===== config.mk =====
export PLATFORM = sky130hd
export DESIGN_NAME = frv_pipeline_fetch
export DESIGN_NICKNAME = d
export VERILOG_FILES = /design/src/rtl/frv_pipeline_fetch.sv
export SDC_FILE = /design/constraint.sdc
export NUM_CORES = 1
export LEC_CHECK = 0
export BUFFER_PORTS_ARGS = -buffer_cell sky130_fd_sc_hd__buf_2
export CAP_MARGIN = 20
export CELL_PAD_IN_SITES_DETAIL_PLACEMENT = 1
export CELL_PAD_IN_SITES_GLOBAL_PLACEMENT = 1
export CORE_MARGIN = 5
export CORE_UTILIZATION = 37
export CTS_BUF_LIST = sky130_fd_sc_hd__clkbuf_2 sky130_fd_sc_hd__clkbuf_4 sky130_fd_sc_hd__clkbuf_8
export CTS_CLUSTER_SIZE = 28
export DETAILED_ROUTE_END_ITERATION = 8
export GPL_ROUTABILITY_DRIVEN = 0
export PLACE_DENSITY_LB_ADDON = 0.1
export SETUP_SLACK_MARGIN = 0.3
export SLEW_MARGIN = 25
export SYNTH_ARGS = -nofsm -noshare
export SYNTH_HDL_FRONTEND = slang
export SYNTH_SLANG_ARGS = --single-unit
export TNS_END_PERCENT = 10

===== constraint.sdc =====
create_clock -name g_clk -period 7.2 [get_ports g_clk]
set_input_delay 0.36 -clock g_clk [delete_from_list [all_inputs] [get_ports g_clk]]
set_output_delay 0.36 -clock g_clk [all_outputs]
set_load 0.02 [all_outputs]

===== src/rtl/frv_pipeline_fetch.sv =====
// -----------------------------------------------------------------------------
// frv_pipeline_fetch
//
// Instruction fetch stage. Issues word-aligned requests on the instruction
// memory bus and buffers returned words in a small FIFO. The FIFO head is
// presented to decode with its PC. Control-flow changes from the backend flush
// the FIFO and redirect the fetch PC.
//
// Build option:
//   FRV_FETCH_ERR_EN  when defined, imem_error is stored per FIFO entry and
//                     driven on s1_error; when undefined, s1_error is tied to 0
//                     and imem_error is ignored.
//
// Parameters:
//   FRV_PC_RESET_VALUE  first fetch address after reset
//   BUF_DEPTH           FIFO entries, power of two in 2..8
//
// Ports:
//   g_clk, g_resetn      clock, asynchronous active-low reset
//   cf_req, cf_target    control-flow change request and new fetch address
//   cf_ack               control-flow change accepted this cycle
//   imem_cen, imem_addr  memory request and word-aligned address
//   imem_stall           memory cannot accept the request this cycle
//   imem_rdata           response data, one cycle after acceptance
//   imem_error           response error, valid with imem_rdata
//   s1_p_valid           s1_instr / s1_pc / s1_error are valid
//   s1_p_busy            decode cannot accept this cycle
//   s1_instr, s1_pc      instruction word and its address
//   s1_error             fetch bus error for this word
// -----------------------------------------------------------------------------
module frv_pipeline_fetch #(
    parameter logic [31:0] FRV_PC_RESET_VALUE = 32'h8000_0000,
    parameter int          BUF_DEPTH          = 4
) (
    input  logic        g_clk,
    input  logic        g_resetn,
    input  logic        cf_req,
    input  logic [31:0] cf_target,
    output logic        cf_ack,
    output logic        imem_cen,
    output logic [31:0] imem_addr,
    input  logic        imem_stall,
    input  logic        imem_error,
    input  logic [31:0] imem_rdata,
    output logic        s1_p_valid,
    input  logic        s1_p_busy,
    output logic [31:0] s1_instr,
    output logic [31:0] s1_pc,
    output logic        s1_error
);

    localparam int PW = $clog2(BUF_DEPTH);
    localparam int CW = PW + 1;

    logic          fetch_en;
    logic          outstanding;
    logic [31:0]   fpc;
    logic [31:0]   tag_addr;
    logic [CW-1:0] count;
    logic [CW-1:0] occupancy;
    logic [PW-1:0] rd_ptr;
    logic [PW-1:0] wr_ptr;
    logic          accept;
    logic          resp_valid;
    logic          push;
    logic          pop;

    logic [31:0]   buf_data [BUF_DEPTH];
    logic [31:0]   buf_pc   [BUF_DEPTH];

    logic [1:0]    unused_cf_bits;
    assign unused_cf_bits = cf_target[1:0];

    // The bus answers exactly one cycle after acceptance, so "outstanding"
    // and "response arriving this cycle" are the same flop.
    assign resp_valid = outstanding;

    // Slots already claimed: buffered words plus the one still in flight.
    assign occupancy  = count + CW'(outstanding);

    // fetch_en keeps imem_cen low while reset is asserted and rises on the
    // first clock after release. With cf_req low, occupancy cannot grow
    // during a stall, so cen/addr stay stable; cf_req withdraws a stalled
    // request so the redirect is never blocked by the memory.
    assign imem_cen   = fetch_en && !cf_req && (occupancy < CW'(BUF_DEPTH));
    assign imem_addr  = fpc;
    assign accept     = imem_cen && !imem_stall;

    assign cf_ack     = cf_req && (!outstanding || resp_valid);

    // A response landing in the redirect cycle belongs to the old stream.
    assign push       = resp_valid && !cf_ack;
    assign pop        = s1_p_valid && !s1_p_busy;

    always_ff @(posedge g_clk or negedge g_resetn) begin
        if (!g_resetn) begin
            fetch_en    <= 1'b0;
            outstanding <= 1'b0;
            fpc         <= FRV_PC_RESET_VALUE;
            tag_addr    <= '0;
        end else begin
            fetch_en    <= 1'b1;
            outstanding <= accept;
            if (accept) begin
                tag_addr <= fpc;
            end
            if (cf_ack) begin
                fpc <= {cf_target[31:2], 2'b00};
            end else if (accept) begin
                fpc <= fpc + 32'd4;
            end
        end
    end

    always_ff @(posedge g_clk or negedge g_resetn) begin
        if (!g_resetn) begin
            rd_ptr <= '0;
            wr_ptr <= '0;
            count  <= '0;
        end else if (cf_ack) begin
            // Flush wins over a same-cycle pop; decode still takes that word.
            rd_ptr <= '0;
            wr_ptr <= '0;
            count  <= '0;
        end else begin
            if (push) begin
                wr_ptr <= wr_ptr + 1'b1;
            end
            if (pop) begin
                rd_ptr <= rd_ptr + 1'b1;
            end
            case ({push, pop})
                2'b10:   count <= count + 1'b1;
                2'b01:   count <= count - 1'b1;
                default: count <= count;
            endcase
        end
    end

    // Storage needs no reset: outputs are masked while the FIFO is empty.
    always_ff @(posedge g_clk) begin
        if (push) begin
            buf_data[wr_ptr] <= imem_rdata;
            buf_pc[wr_ptr]   <= tag_addr;
        end
    end

    assign s1_p_valid = (count != '0);
    assign s1_instr   = s1_p_valid ? buf_data[rd_ptr] : 32'h0;
    assign s1_pc      = s1_p_valid ? buf_pc[rd_ptr]   : 32'h0;

`ifdef FRV_FETCH_ERR_EN
    logic buf_err [BUF_DEPTH];

    always_ff @(posedge g_clk) begin
        if (push) begin
            buf_err[wr_ptr] <= imem_error;
        end
    end

    assign s1_error = s1_p_valid && buf_err[rd_ptr];
`else
    logic unused_imem_error;
    assign unused_imem_error = imem_error;
    assign s1_error          = 1'b0;
`endif

endmodule

After elaboration in Yosys (flattened, before gate mapping)
Memory sizes are Yosys's and may differ from the RTL's.
Index checks and enable logic that the tools add are counted.
{"block": "totals", "ff_bits": 73, "mem_bits_rw": 256, "in_bits": 70, "out_inout_bits": 100, "n_memories": 2}
{"name": "buf_data", "words": 4, "word_bits": 32, "rd": 1, "rd_ports_with_merged_regs": 0, "wr": 1, "line_no": "68", "rtl": "logic [31:0] buf_data [BUF_DEPTH];"}
{"name": "buf_pc", "words": 4, "word_bits": 32, "rd": 1, "rd_ports_with_merged_regs": 0, "wr": 1, "line_no": "69", "rtl": "logic [31:0] buf_pc [BUF_DEPTH];"}
{"block": "op_classes", "add_sub_neg": 6, "magnitude_cmp": 1, "n_eq_ne": 2, "n_mux": 12, "reduce_logical": 13}
{"cell": "32-bit 2-to-1 mux", "n": 4}
{"cell": "32-bit by 3-bit adder with 32-bit output (second input constant)", "n": 1}
{"cell": "2-bit 2-to-1 mux", "n": 4}
{"cell": "3-bit case mux with 2 select lines", "n": 1}
{"cell": "2-bit nonzero test", "n": 3}
{"cell": "3-bit nonzero test", "n": 2}
{"cell": "1-bit logical AND", "n": 5}
{"cell": "2-bit by 1-bit adder with 2-bit output (second input constant)", "n": 2}
{"cell": "3-bit by 1-bit adder with 3-bit output", "n": 1}
{"cell": "3-bit by 1-bit adder with 3-bit output (second input constant)", "n": 1}
{"cell": "1-bit logical NOT", "n": 3}
{"cell": "3-bit less-than comparator (second input constant)", "n": 1}
{"cell": "3-bit 2-to-1 mux", "n": 1}
{"cell": "3-bit by 1-bit subtractor with 3-bit output (second input constant)", "n": 1}
{"cell": "2-bit by 1-bit equality test with 1-bit output (second input constant)", "n": 1}
{"cell": "2-bit equality test (second input constant)", "n": 1}
{"cell": "1-bit 2-to-1 mux", "n": 2}

Logic depth before layout (Yosys ltp)
Gate-level depths: netlist of the first run.
{"block": "depth", "depth_word": 6, "ltp_mapped": 8}

Worst setup path before layout of the first run
Ideal clock, no wire load.
{"block": "synth_path", "path_type": "input to register", "from": "input cf_req", "to": "memory buf_data[0][0], enable pin", "setup_time_ns": 0.427, "arrival_ns": 2.224, "slack_ns": 4.550, "cell_stages": 3, "path_cell_list": "buf_2 > nor2b_1 > and2_1"}
{"block": "synth_between", "elab_chain_cells": 4}
{"item": "start: declaration", "line_no": "37", "rtl": "input logic cf_req,"}
{"item": "1-bit logical NOT", "line_no": "92", "rtl": "assign push = resp_valid && !cf_ack;"}
{"item": "1-bit logical AND", "line_no": "92"}
{"item": "1-bit 2-to-1 mux", "line_no": "142", "rtl": "if (push) begin"}
{"item": "1-bit 2-to-1 mux (implied by the code)", "line_no": "143", "rtl": "buf_data[wr_ptr] <= imem_rdata;"}
{"item": "end: declaration", "line_no": "68"}
No other way between the ends.

Final worst setup path of the first run
{"block": "layout_path", "from": "register rd_ptr[0]", "to": "output s1_instr[18]"}
{"block": "layout_between", "elab_chain_cells": 2}
{"item": "start: declaration", "line_no": "61", "rtl": "logic [PW-1:0] rd_ptr;"}
{"item": "start signal: assignment", "line_no": "130", "rtl": "rd_ptr <= rd_ptr + 1'b1;"}
{"item": "memory 4 x 32 bit"}
{"item": "32-bit 2-to-1 mux", "line_no": "149", "rtl": "assign s1_instr = s1_p_valid ? buf_data[rd_ptr] : 32'h0;"}
{"item": "end: declaration", "line_no": "47", "rtl": "output logic [31:0] s1_instr,"}
No other way between the ends.

==> impl_metrics.csv, run 1 <==
group,metric,value,unit
placement,placed_cells,1384,
global_routing,grt_pass1_wl,48.7,mm
cts,clock_tree.root_cell,"clkbuf_8",
setup_path,worstReg2RegStart,"outstanding",
min_path,hp-class,"primary input to flop",
setup_path,cp.required,6.84,ns
power,switching_share,31.1,%
setup_path,critPathMaxFanout,41,
global_routing,overflow,0,
power,p_switching,1.64,mW
drt,avgViaCountPerCell,5.03,
global_routing,grtUsageTotal,16.0,%
timing,worst_pin_slew,0.875,ns
power,pwr-share-comb,24.3,%
cts,clk_path_buf_depth,3,
drt,dr.pass1.iters,4,
timing,hold_viol,0,
power,pwr-share-seq,44.0,%
min_path,hp-start,"cf_target[15]",
final_layout,area_growth,22.9,%
floorplanning,die_area,38800,um^2
logic_synthesis,synth_cell_types,51,
setup_path,r2r-end,"imem_addr[12]",
floorplanning,dieWidth,197,um
setup_path,arrival,3.09,ns
timing,finalMaxSlewViolations,0,
final_layout,fill_cells,3476,
timing,setup_tns,0,ns
power,p_per_area,331,nW/um^2
setup_path,r2r_slack,4.02,ns
logic_synthesis,ys_warn_count,0,
power,leakagePower,5.95,nW
drt,vias,7735,
timing,rsz0062_at_grt,"no",
min_path,holdPathStages,3,
final_layout,layout-drive-gt1-share,31.9,%
cts,clk_pin_slew,0.06,ns
setup_path,crit_type,"flop to output port",
logic_synthesis,synth_area_per_cell,16.1,um^2
timing,fin_skew,0.0180,ns
final_layout,n_antenna_cell,0,
placement,io_buffers,161,
power,clkPwrFrac,31.6,%
floorplanning,core_region_area,34500,um^2
flow_run,cap_viol_max_count,0,
timing,fmax,290,MHz
global_routing,antenna_found_initial,0,
drt,drt.antenna.violating_nets,0,
drt,drc,0,
setup_path,startpoint_type,"flop",
power,p_int,3.63,mW
timing,slew-limit-headroom,41.6,%
placement,dp_hpwl,18.2,mm
cts,cts_resized,0,
final_layout,final_cells,1538,
timing,min_period_over_period,48.0,%
setup_path,end_kind,"output port",
final_layout,finalNetCount,1116,
drt,routedWlPerCell,20.2,um
cts,cts_hold_buf,53,
floorplanning,io_pins,170,
logic_synthesis,synth_cells,803,
global_routing,grt_start_max_net_pins,70,
cts,htreeDepth,2,
floorplanning,placementRows,68,
drt,dr.first_iter.drc_count,230,
setup_path,reg2regPathDepth,8,
status,status,"complete, no violations",
cts,post_cts_buffers,0,
global_routing,grt_pass1_vias,8409,
logic_synthesis,synth_seq_area_share,70.9,%
cts,numCtsBuffers,54,
logic_synthesis,synth-seq-cells,317,
floorplanning,die_h,197,um
floorplanning,initial_utilization,37.5,%
cts,cts_tree,"built",
timing,setup_violations,0,
cts,clock_sinks,317,
logic_synthesis,syn-cell-area,12900,um^2
min_path,min_to,"imem_addr[15]",
cts,clock_latency,0.58,ns
drt,postRouteWirelength,31.1,mm
power,peakVddDrop,0.199,mV
timing,min_period,3.45,ns
[worst max path at each step]
| stage | end | start | depth (start not counted) | slack [ns] |
|---|---|---|---|---|
| 5_1_grt | s1_instr[18] | rd_ptr[0] | 4 | 3.45 |
| 6_report | s1_instr[18] | rd_ptr[0] | 4 | 3.75 |
| 3_5_place_dp | imem_addr[12] | cf_req | 9 | 3.93 |
| 3_3_place_gp | imem_addr[13] | cf_req | 9 | 3.94 |
| 2_1_floorplan | buf_data[0][0] | cf_req | 3 | 4.55 |
| 4_1_cts | s1_instr[18] | rd_ptr[0] | 4 | 3.54 |
[power groups by stage]
stage	Combinational, mW	Clock, mW	Sequential [mW]
CTS	1.32	1.73	2.34
floorplan	0.892	0	2.28
detailed placement	1.29	0	2.37
global placement	1.28	0	2.36
finish	1.28	1.67	2.32
global route	1.40	1.83	2.35
[placed cells by master (no fill, tap or decap), types with 5 or more instances in the layout]
cell | netlist | routed
a21oi_1 | 6 | 6
a31oi_1 | 8 | 8
and2_1 | 69 | 65
buf_2 | 22 | 161
buf_4 | 8 | 8
clkbuf_4 | 0 | 20
clkbuf_8 | 0 | 59
clkinv_1 | 0 | 10
clkinv_2 | 0 | 6
conb_1 | 2 | 6
dfrtp_1 | 68 | 66
dlygate4sd3_1 | 0 | 54
edfxtp_1 | 248 | 248
ha_1 | 5 | 5
inv_1 | 9 | 8
mux4_2 | 62 | 62
nand2_1 | 126 | 126
nand3_1 | 24 | 24
nand4_1 | 8 | 8
nor2_1 | 17 | 17
o211ai_1 | 14 | 14
o21ai_0 | 16 | 16
o311ai_0 | 13 | 13
or3_1 | 5 | 5
or4_1 | 6 | 6
xnor2_1 | 5 | 5
[Yosys cell counts (all sizes together)]
| cell | count | area share (%) |
|---|---|---|
| dfstp | 1 | 0.20 |
| nor3 | 4 | 0.19 |
| buf | 31 | 1.4 |
| conb | 2 | 0.058 |
| and3 | 6 | 0.34 |
| and4bb | 1 | 0.097 |
| nand4 | 10 | 0.58 |
| nand2 | 127 | 3.7 |
| o21ai | 16 | 0.62 |
| or4 | 6 | 0.35 |
| o41ai | 1 | 0.068 |
| mux2i | 5 | 0.48 |
| xor2 | 2 | 0.14 |
| ha | 5 | 0.48 |
| xnor2 | 5 | 0.34 |
| nor4b | 1 | 0.18 |
| o311ai | 14 | 0.95 |
| dfrtp | 68 | 13 |
| a22oi | 3 | 0.17 |
| fa | 1 | 0.15 |
| edfxtp | 248 | 58 |
| a31oi | 8 | 0.39 |
| or2 | 1 | 0.048 |
| a221o | 1 | 0.077 |
| a31o | 1 | 0.068 |
| nor2 | 18 | 0.58 |
| nor2b | 1 | 0.048 |
| nand3 | 24 | 0.93 |
| inv | 10 | 0.29 |
| a21oi | 6 | 0.23 |
| clkbuf | 19 | 0.55 |
| and2 | 71 | 3.4 |
| o211ai | 14 | 0.81 |
| mux4 | 62 | 11 |
| nand2b | 2 | 0.097 |
| or3 | 6 | 0.30 |
| nor4 | 2 | 0.21 |
[logic make-up after synthesis]
| kind of cell | after synthesis | share of synthesized area, % |
|---|---|---|
| mux | 67 | 11.3 |
| buf+inv | 60 | 2.24 |
| fa+ha+maj | 6 | 0.638 |
| flops | 317 | 70.9 |
| other cells | 2 | 0.0580 |
| simple gates | 280 | 11.1 |
| xor+xnor | 7 | 0.473 |
| compound gates | 64 | 3.38 |
[stage by stage]
step	area, um^2	power (mW)	utilization [%]	setup WS [ns]	hold WS, ns
6_report	15900	5.27	46.1	3.75	0.0598
5_1_grt	15900	5.57	46.1	3.45	0.0256
4_1_cts	15900	5.38	46.0	3.54	0.00376
3_5_place_dp	14200	3.66	41.2	3.93	0.506
3_3_place_gp	14200	3.64	41.0	3.94	0.501
2_1_floorplan	13000	3.17	-	4.55	0.0644
[routing by layer]
layer,global-route usage (%),up-vias,wire length (um)
met4,4.57,0,696
met2,25.9,197,14600
met1,22.0,3953,14100
met5,0,-,0
met3,3.43,55,1650
li1,-,3530,-
[state kept, by name, indices dropped and copies added, names as in the netlist]
register and cells:
tag_addr 30, wr_ptr 2, outstanding 1, imem_addr 30, fetch_en 1, count 3, buf_pc 120, rd_ptr 2
buf_data 128
[worst max-delay path, cell delays in order (launching register included)]
cell	delay, ns
dfrtp_4	0.76
buf_4	0.78
mux4_2	0.61
and2_1	0.18
buf_2	0.16
[final cells by class]
type | count | area, um^2 | share of cell area, %
flip-flops and latches | 317 | 9180 | 57.7
multi-input cells | 430 | 3510 | 22.1
repair buffers | 227 | 1490 | 9.33
clock buffers | 79 | 962 | 6.05
well taps | 455 | 569 | 3.58
clock inverters | 20 | 165 | 1.04
inverters | 10 | 37.5 | 0.236
Power figures use the tool's default switching activity.
==> run 2: changes to the inputs <==
==> constraint.sdc (replaced) <==
create_clock -name g_clk -period 3.53 [get_ports g_clk]
set_input_delay 0.1765 -clock g_clk [delete_from_list [all_inputs] [get_ports g_clk]]
set_output_delay 0.1765 -clock g_clk [all_outputs]
set_load 0.02 [all_outputs]
==> run 2 against run 1 <==
  * Utilization grew 0.54 points
  * Largest cell class unchanged
  * Sequential power grew 110%
  * Worst hold slack gained 0.21 ns
==> impl_metrics.csv, run 2 (synthesis results as in run 1) <==
group,metric,value,unit
timing,min_period_over_period,82.7,%
setup_path,slowest_stage,"dfrtp_4",
setup_path,worstReg2RegStart,"count[2]",
setup_path,crit_path_start,"rd_ptr[0]",
final_layout,final_cells,1558,
power,leakagePower,6.03,nW
floorplanning,io_pins,170,
setup_path,r2r-end,"count[2]",
drt,dr.pass1.iters,4,
placement,dp_hpwl,18.9,mm
final_layout,finalNetCount,1134,
timing,finalMaxSlewViolations,0,
timing,setup_violations,0,
timing,worst_pin_slew,0.905,ns
setup_path,cp.required,3.35,ns
flow_run,cap_viol_max_count,0,
cts,cts_tree,"built",
setup_path,cp_num_buf_inv,2,
final_layout,regMostFlops,"buf_data",
final_layout,fill_cells,3481,
drt,routedWlPerCell,20.2,um
floorplanning,die_area,38800,um^2
floorplanning,placementRows,68,
drt,drt.antenna.violating_nets,0,
cts,clock_sinks,317,
setup_path,arrival,2.74,ns
global_routing,grt_start_max_net_pins,67,
cts,htreeDepth,2,
setup_path,cp_cell_sequence,"buf_4 > mux4_2 > and2_1 > buf_2",
timing,min_period,2.92,ns
cts,clock_tree.root_cell,"clkbuf_8",
drt,dr.first_iter.drc_count,262,
setup_path,cp-endpoint,"s1_pc[4]",
cts,clk_path_buf_depth,3,
floorplanning,initial_utilization,37.5,%
final_layout,area_growth,24.3,%
global_routing,grtUsageMet2,26.8,%
global_routing,grt_util_met3,3.12,%
setup_path,crit_type,"flop to output port",
timing,rsz0062_at_grt,"no",
global_routing,overflow,0,
drt,avgViaCountPerCell,4.99,
cts,post_cts_buffers,0,
drt,vias,7773,
setup_path,path_delay_family,"flip-flops",
power,peakVddDrop,0.340,mV
setup_path,startpoint_type,"flop",
power,p_per_area,668,nW/um^2
cts,numCtsBuffers,54,
floorplanning,dieWidth,197,um
global_routing,antenna_found_initial,0,
timing,fmax,343,MHz
final_layout,n_antenna_cell,0,
global_routing,grt_pass1_wl,49.9,mm
cts,cts_hold_buf,69,
setup_path,reg2regPathDepth,6,
final_layout,largest_reg_flops,128,
drt,drc,0,
final_layout,mostFrequentLayoutCell,"edfxtp_1",
global_routing,grtUsageTotal,16.3,%
final_layout,layout-drive-gt1-share,31.6,%
cts,clk_pin_slew,0.06,ns
timing,slew-limit-headroom,39.7,%
setup_path,critPathMaxFanout,32,
placement,io_buffers,161,
cts,cts_resized,0,
status,status,"complete, no violations",
setup_path,r2r_slack,0.83,ns
final_layout,reg_top3,"buf_data x128, buf_pc x120",
placement,placed_cells,1388,
setup_path,crit_cells,4,
floorplanning,die_h,197,um
cts,clock_latency,0.58,ns
min_path,hp-class,"primary input to asynchronous set/reset pin",
final_layout,final_cell_mix,"248 x edfxtp_1, 161 x buf_2, 126 x nand2_1",
timing,setup_tns,0,ns
global_routing,grt_pass1_vias,8653,
setup_path,end_kind,"output port",
timing,hold_viol,0,
setup_path,max_stage_delay,0.89,ns
timing,fin_skew,0.0200,ns
floorplanning,core_region_area,34500,um^2
drt,postRouteWirelength,31.5,mm
global_routing,busiest_layer,"met2",
global_routing,use_met1,22.6,%
[run 2: cell types whose count changed in the layout (fill, tap and decap cells not counted)]
cell / change
clkinv_2: +2
buf_6: -1
buf_12: +4
buf_4: +1
bufinv_16: -1
buf_16: -1
clkinvlp_4: -1
dlygate4sd3_1: +15
clkbuf_4: -1
clkbuf_8: +1
clkinv_1: +2
[run 2: worst min-delay path by stage]
| stage | startpoint | to | slack [ns] | cells after the start |
|---|---|---|---|---|
| floorplan | g_resetn | count[0] | -0.12 | 0 |
| global placement | g_resetn | imem_addr[8] | 0.36 | 1 |
| detailed placement | g_resetn | imem_addr[8] | 0.35 | 1 |
| CTS | g_resetn | imem_addr[7] | 0.25 | 2 |
| global route | imem_rdata[20] | buf_data[0][20] | 0.32 | 2 |
| finish | g_resetn | imem_addr[8] | 0.27 | 2 |
[run 2: per-layer routing]
metal | vias up | share of wire (%) | wire length (um)
met3 | 52 | 4.5 | 1430
met4 | 0 | 1.9 | 600
met1 | 3966 | 46 | 14500
met2 | 189 | 48 | 15000
met5 | - | 0 | 0
li1 | 3566 | - | -
[run 2: power breakdown]
group / leakage (nW) / total [mW] / switching [mW] / internal (mW)
Combinational: 2.33 / 2.65 / 1.53 / 1.12
Clock: 0.597 / 3.34 / 1.43 / 1.90
Sequential: 3.11 / 4.76 / 0.394 / 4.37
Total: 6.03 / 10.7 / 3.36 / 7.38
[run 2: through the flow]
| stage | hold slack, ns | instance area, um^2 | total power, mW | util [%] | setup slack [ns] |
|---|---|---|---|---|---|
| finish | 0.274 | 16100 | 10.7 | 46.6 | 0.611 |
| global route | 0.319 | 16100 | 11.4 | 46.6 | 0.379 |
| CTS | 0.248 | 16100 | 11.0 | 46.6 | 0.483 |
| detailed placement | 0.352 | 14300 | 7.51 | 41.4 | 1.13 |
| global placement | 0.361 | 14300 | 7.48 | 41.4 | 1.15 |
| floorplan | -0.119 | 13000 | 6.46 | - | 0.921 |
[run 2: layout make-up]
type | count | area (um^2) | share of cell area, %
Clock inverter | 22 | 145 | 0.902
Inverter | 10 | 37.5 | 0.233
Sequential cell | 317 | 9180 | 57.1
Clock buffer | 79 | 968 | 6.02
Timing Repair Buffer | 245 | 1680 | 10.5
Multi-Input combinational cell | 430 | 3510 | 21.8
Tap cell | 455 | 569 | 3.54
[run 2: worst reg2reg max path, cell delays in order, from the launching register on]
cell,delay [ns]
dfrtp_1,0.50
nor3_1,0.52
nor3_1,0.14
fa_1,0.45
or2_2,0.32
a31oi_1,0.15
dlygate4sd3_1,0.56
==> run 3: changes to the inputs <==
--- a/config.mk
+++ b/config.mk
@@ -5,6 +5,7 @@
 export SDC_FILE = /design/constraint.sdc
 export NUM_CORES = 1
 export LEC_CHECK = 0
+export ABC_AREA = 1
 export BUFFER_PORTS_ARGS = -buffer_cell sky130_fd_sc_hd__buf_2
 export CAP_MARGIN = 20
 export CELL_PAD_IN_SITES_DETAIL_PLACEMENT = 1
==> constraint.sdc (replaced) <==
create_clock -name g_clk -period 3 [get_ports g_clk]
set_input_delay 0.15 -clock g_clk [delete_from_list [all_inputs] [get_ports g_clk]]
set_output_delay 0.15 -clock g_clk [all_outputs]
set_load 0.02 [all_outputs]
==> run 3 against run 2 <==
  * Synthesized cell count increased by 61%
  * Sequential cell count unchanged
  * Non-clock buffer count increased by 24
  * Sequential share of layout area decreased by 2.7 points
  * Cell count increased by 33%
  * Largest power group unchanged
==> impl_metrics.csv, run 3 <==
group,metric,value,unit
final_layout,regMostFlops,"buf_data",
placement,dpl_cell_area,15000,um^2
power,peakVddDrop,0.315,mV
cts,numCtsBuffers,55,
floorplanning,core_region_area,36300,um^2
logic_synthesis,async_flop_share,21.8,%
global_routing,antenna_found_initial,0,
status,status,"complete, no violations",
power,pwr-share-seq,43.1,%
power,p_int,8.50,mW
global_routing,grt_start_max_net_pins,83,
logic_synthesis,synth-seq-cells,317,
setup_path,cp_num_buf_inv,3,
cts,htreeDepth,2,
final_layout,n_antenna_cell,0,
timing,min_period,2.50,ns
power,leakagePower,6.73,nW
timing,hold_viol,0,
power,pwr-share-comb,28.2,%
setup_path,reg2regPathDepth,8,
global_routing,grt_pass1_vias,10500,
placement,io_buffers,161,
drt,avgViaCountPerCell,4.88,
timing,finalMaxSlewViolations,0,
setup_path,slowest_stage,"dfrtp_4",
setup_path,path_delay_family,"buffers and inverters",
min_path,hp-class,"primary input to asynchronous set/reset pin",
final_layout,finalNetCount,1626,
power,p_per_area,780,nW/um^2
final_layout,final_cell_mix,"289 x nor2_1, 248 x edfxtp_1, 204 x nand2_1",
timing,fin_skew,0.0104,ns
final_layout,area_growth,24.9,%
logic_synthesis,synth_seq_area_share,67.9,%
global_routing,grt_pass1_wl,58.6,mm
drt,routedWlPerCell,17.8,um
timing,worst_pin_slew,0.829,ns
drt,dr.pass1.iters,4,
logic_synthesis,synth_top_area_cell,"edfxtp_1",
floorplanning,initial_utilization,37.2,%
power,p_switching,4.67,mW
setup_path,startpoint_type,"flop",
power,switching_share,35.4,%
logic_synthesis,syn-cell-area,13500,um^2
final_layout,fill_cells,4049,
logic_synthesis,synth_cell_types,27,
final_layout,finish.instance_area,16900,um^2
drt,vias,10100,
final_layout,layout-drive-gt1-share,19.7,%
timing,slew-limit-headroom,44.6,%
setup_path,max_stage_delay,0.61,ns
final_layout,largest_reg_flops,128,
final_layout,mostFrequentLayoutCell,"nor2_1",
logic_synthesis,synth_area_per_cell,10.5,um^2
setup_path,end_kind,"output port",
setup_path,arrival,2.35,ns
logic_synthesis,synth.most_common_cell,"nor2_1",
cts,cts_tree,"built",
setup_path,critPathMaxFanout,82,
setup_path,crit_cells,5,
logic_synthesis,synthTopCellsByCount,"293 x nor2_1, 248 x edfxtp_1, 204 x nand2_1, 166 x o21ai_0, 74 x nand3_1",
timing,setup_tns,0,ns
power,clkPwrFrac,28.7,%
global_routing,grtUsageTotal,18.1,%
cts,clock_tree.root_cell,"clkbuf_8",
logic_synthesis,synth_ff_type,"edfxtp_1",
logic_synthesis,synth_top_area_share,55.1,%
floorplanning,die_h,201,um
timing,fmax,400,MHz
setup_path,cp.required,2.85,ns
timing,rsz0062_at_grt,"yes",
floorplanning,dieWidth,201,um
cts,clk_path_buf_depth,3,
logic_synthesis,synth_edf_count,248,
floorplanning,io_pins,170,
timing,setup_violations,0,
cts,clk_pin_slew,0.06,ns
setup_path,cp_cell_sequence,"clkinv_2 > buf_12 > o21ai_0 > a21oi_1 > buf_2",
drt,dr.first_iter.drc_count,316,
placement,dp_hpwl,22.8,mm
setup_path,crit_type,"flop to output port",
cts,clock_sinks,317,
drt,drc,0,
drt,postRouteWirelength,36.8,mm
floorplanning,placementRows,70,
power,power,13.2,mW
flow_run,cap_viol_max_count,0,
timing,min_period_over_period,83.3,%
cts,clock_latency,0.58,ns
logic_synthesis,synth_area_leaders,"edfxtp_1 55%, dfrtp_1 13%, nor2_1 8.1%",
logic_synthesis,synth_cells,1289,
final_layout,reg_top3,"buf_data x128, buf_pc x120",
global_routing,overflow,0,
floorplanning,die_area,40400,um^2
logic_synthesis,ys_warn_count,0,
drt,drt.antenna.violating_nets,0,
[run 3: cell count changes after synthesis, sizes merged, moves of 59 or more]
cell and delta:
nand2 +80, o21ai +150, nor2 +285, and2 -70, mux4 -62, a21oi +59
[run 3: worst register-to-register path, delay by kind of cell (launching register included)]
family	cells	cell delay, ns
buffers and inverters	2	0.60
DFF	1	0.47
and+or+nand+nor	6	1.28
[run 3: logic make-up after synthesis]
family | share of synthesized area (%)
AND/OR/NAND/NOR | 18.1
flip-flops | 67.9
AO/OA/AOI/OAI | 8.56
buffers and inverters | 4.61
adder cells (fa/ha/maj) | 0.611
XOR/XNOR | 0.130
other | 0.0556
[run 3: power by group through the flow]
| stage | Combinational [mW] | Clock, mW | Sequential (mW) |
|---|---|---|---|
| 2_1_floorplan | 2.20 | 0 | 5.63 |
| 5_1_grt | 4.10 | 4.14 | 5.74 |
| 3_3_place_gp | 3.54 | 0 | 5.78 |
| 4_1_cts | 3.79 | 3.94 | 5.67 |
| 3_5_place_dp | 3.58 | 0 | 5.80 |
| 6_report | 3.71 | 3.78 | 5.67 |
[run 3: per-stage QoR]
stage	util, %	setup slack [ns]	cells	hold WS (ns)
floorplan	-	0.187	1293	-0.146
global route	46.4	0.252	2065	0.0935
CTS	46.4	0.269	2065	0.0170
finish	46.4	0.500	2065	0.0658
detailed placement	41.2	0.699	1882	0.153
global placement	41.2	0.710	1882	0.161
[run 3: worst paths after layout]
kind	slack [ns]	startpoint	end
hold / removal	0.07	g_resetn	count[2]
max in group asynchronous	2.26	g_resetn	imem_addr[31]
setup reg to reg	0.53	count[0]	imem_addr[22]
setup / recovery	0.50	rd_ptr[0]	s1_pc[12]
hold reg to reg	0.52	tag_addr[12]	buf_pc[1][12]
min in group g_clk	0.32	imem_rdata[30]	buf_data[1][30]
[run 3: final cells by class]
class,instances,area [um^2],share of cell area (%)
clock buffer,78,967,5.73
sequential,317,9180,54.4
tap,468,586,3.47
timing repair buffer,269,2010,11.9
multi-input combinational,839,3760,22.3
inverter,68,259,1.53
clock inverter,26,120,0.712
[run 3: what timing repair did]
action                                  in CTS  in global routing
endpoints found under the setup margin      46                 33
endpoints found under the hold margin      237                  0
setup buffers                                2                  0
resized for setup                            2                  2
pin swaps                                    0                  0
hold buffers                                77                  0
[run 3: routing by layer]
metal	vias to the layer above	track usage (%)	part of all wire [%]
li1	4896	-	-
met1	4925	24.1	45
met2	197	30.5	49
met3	64	3.38	4.0
met4	0	5.21	2.3
met5	-	0	0
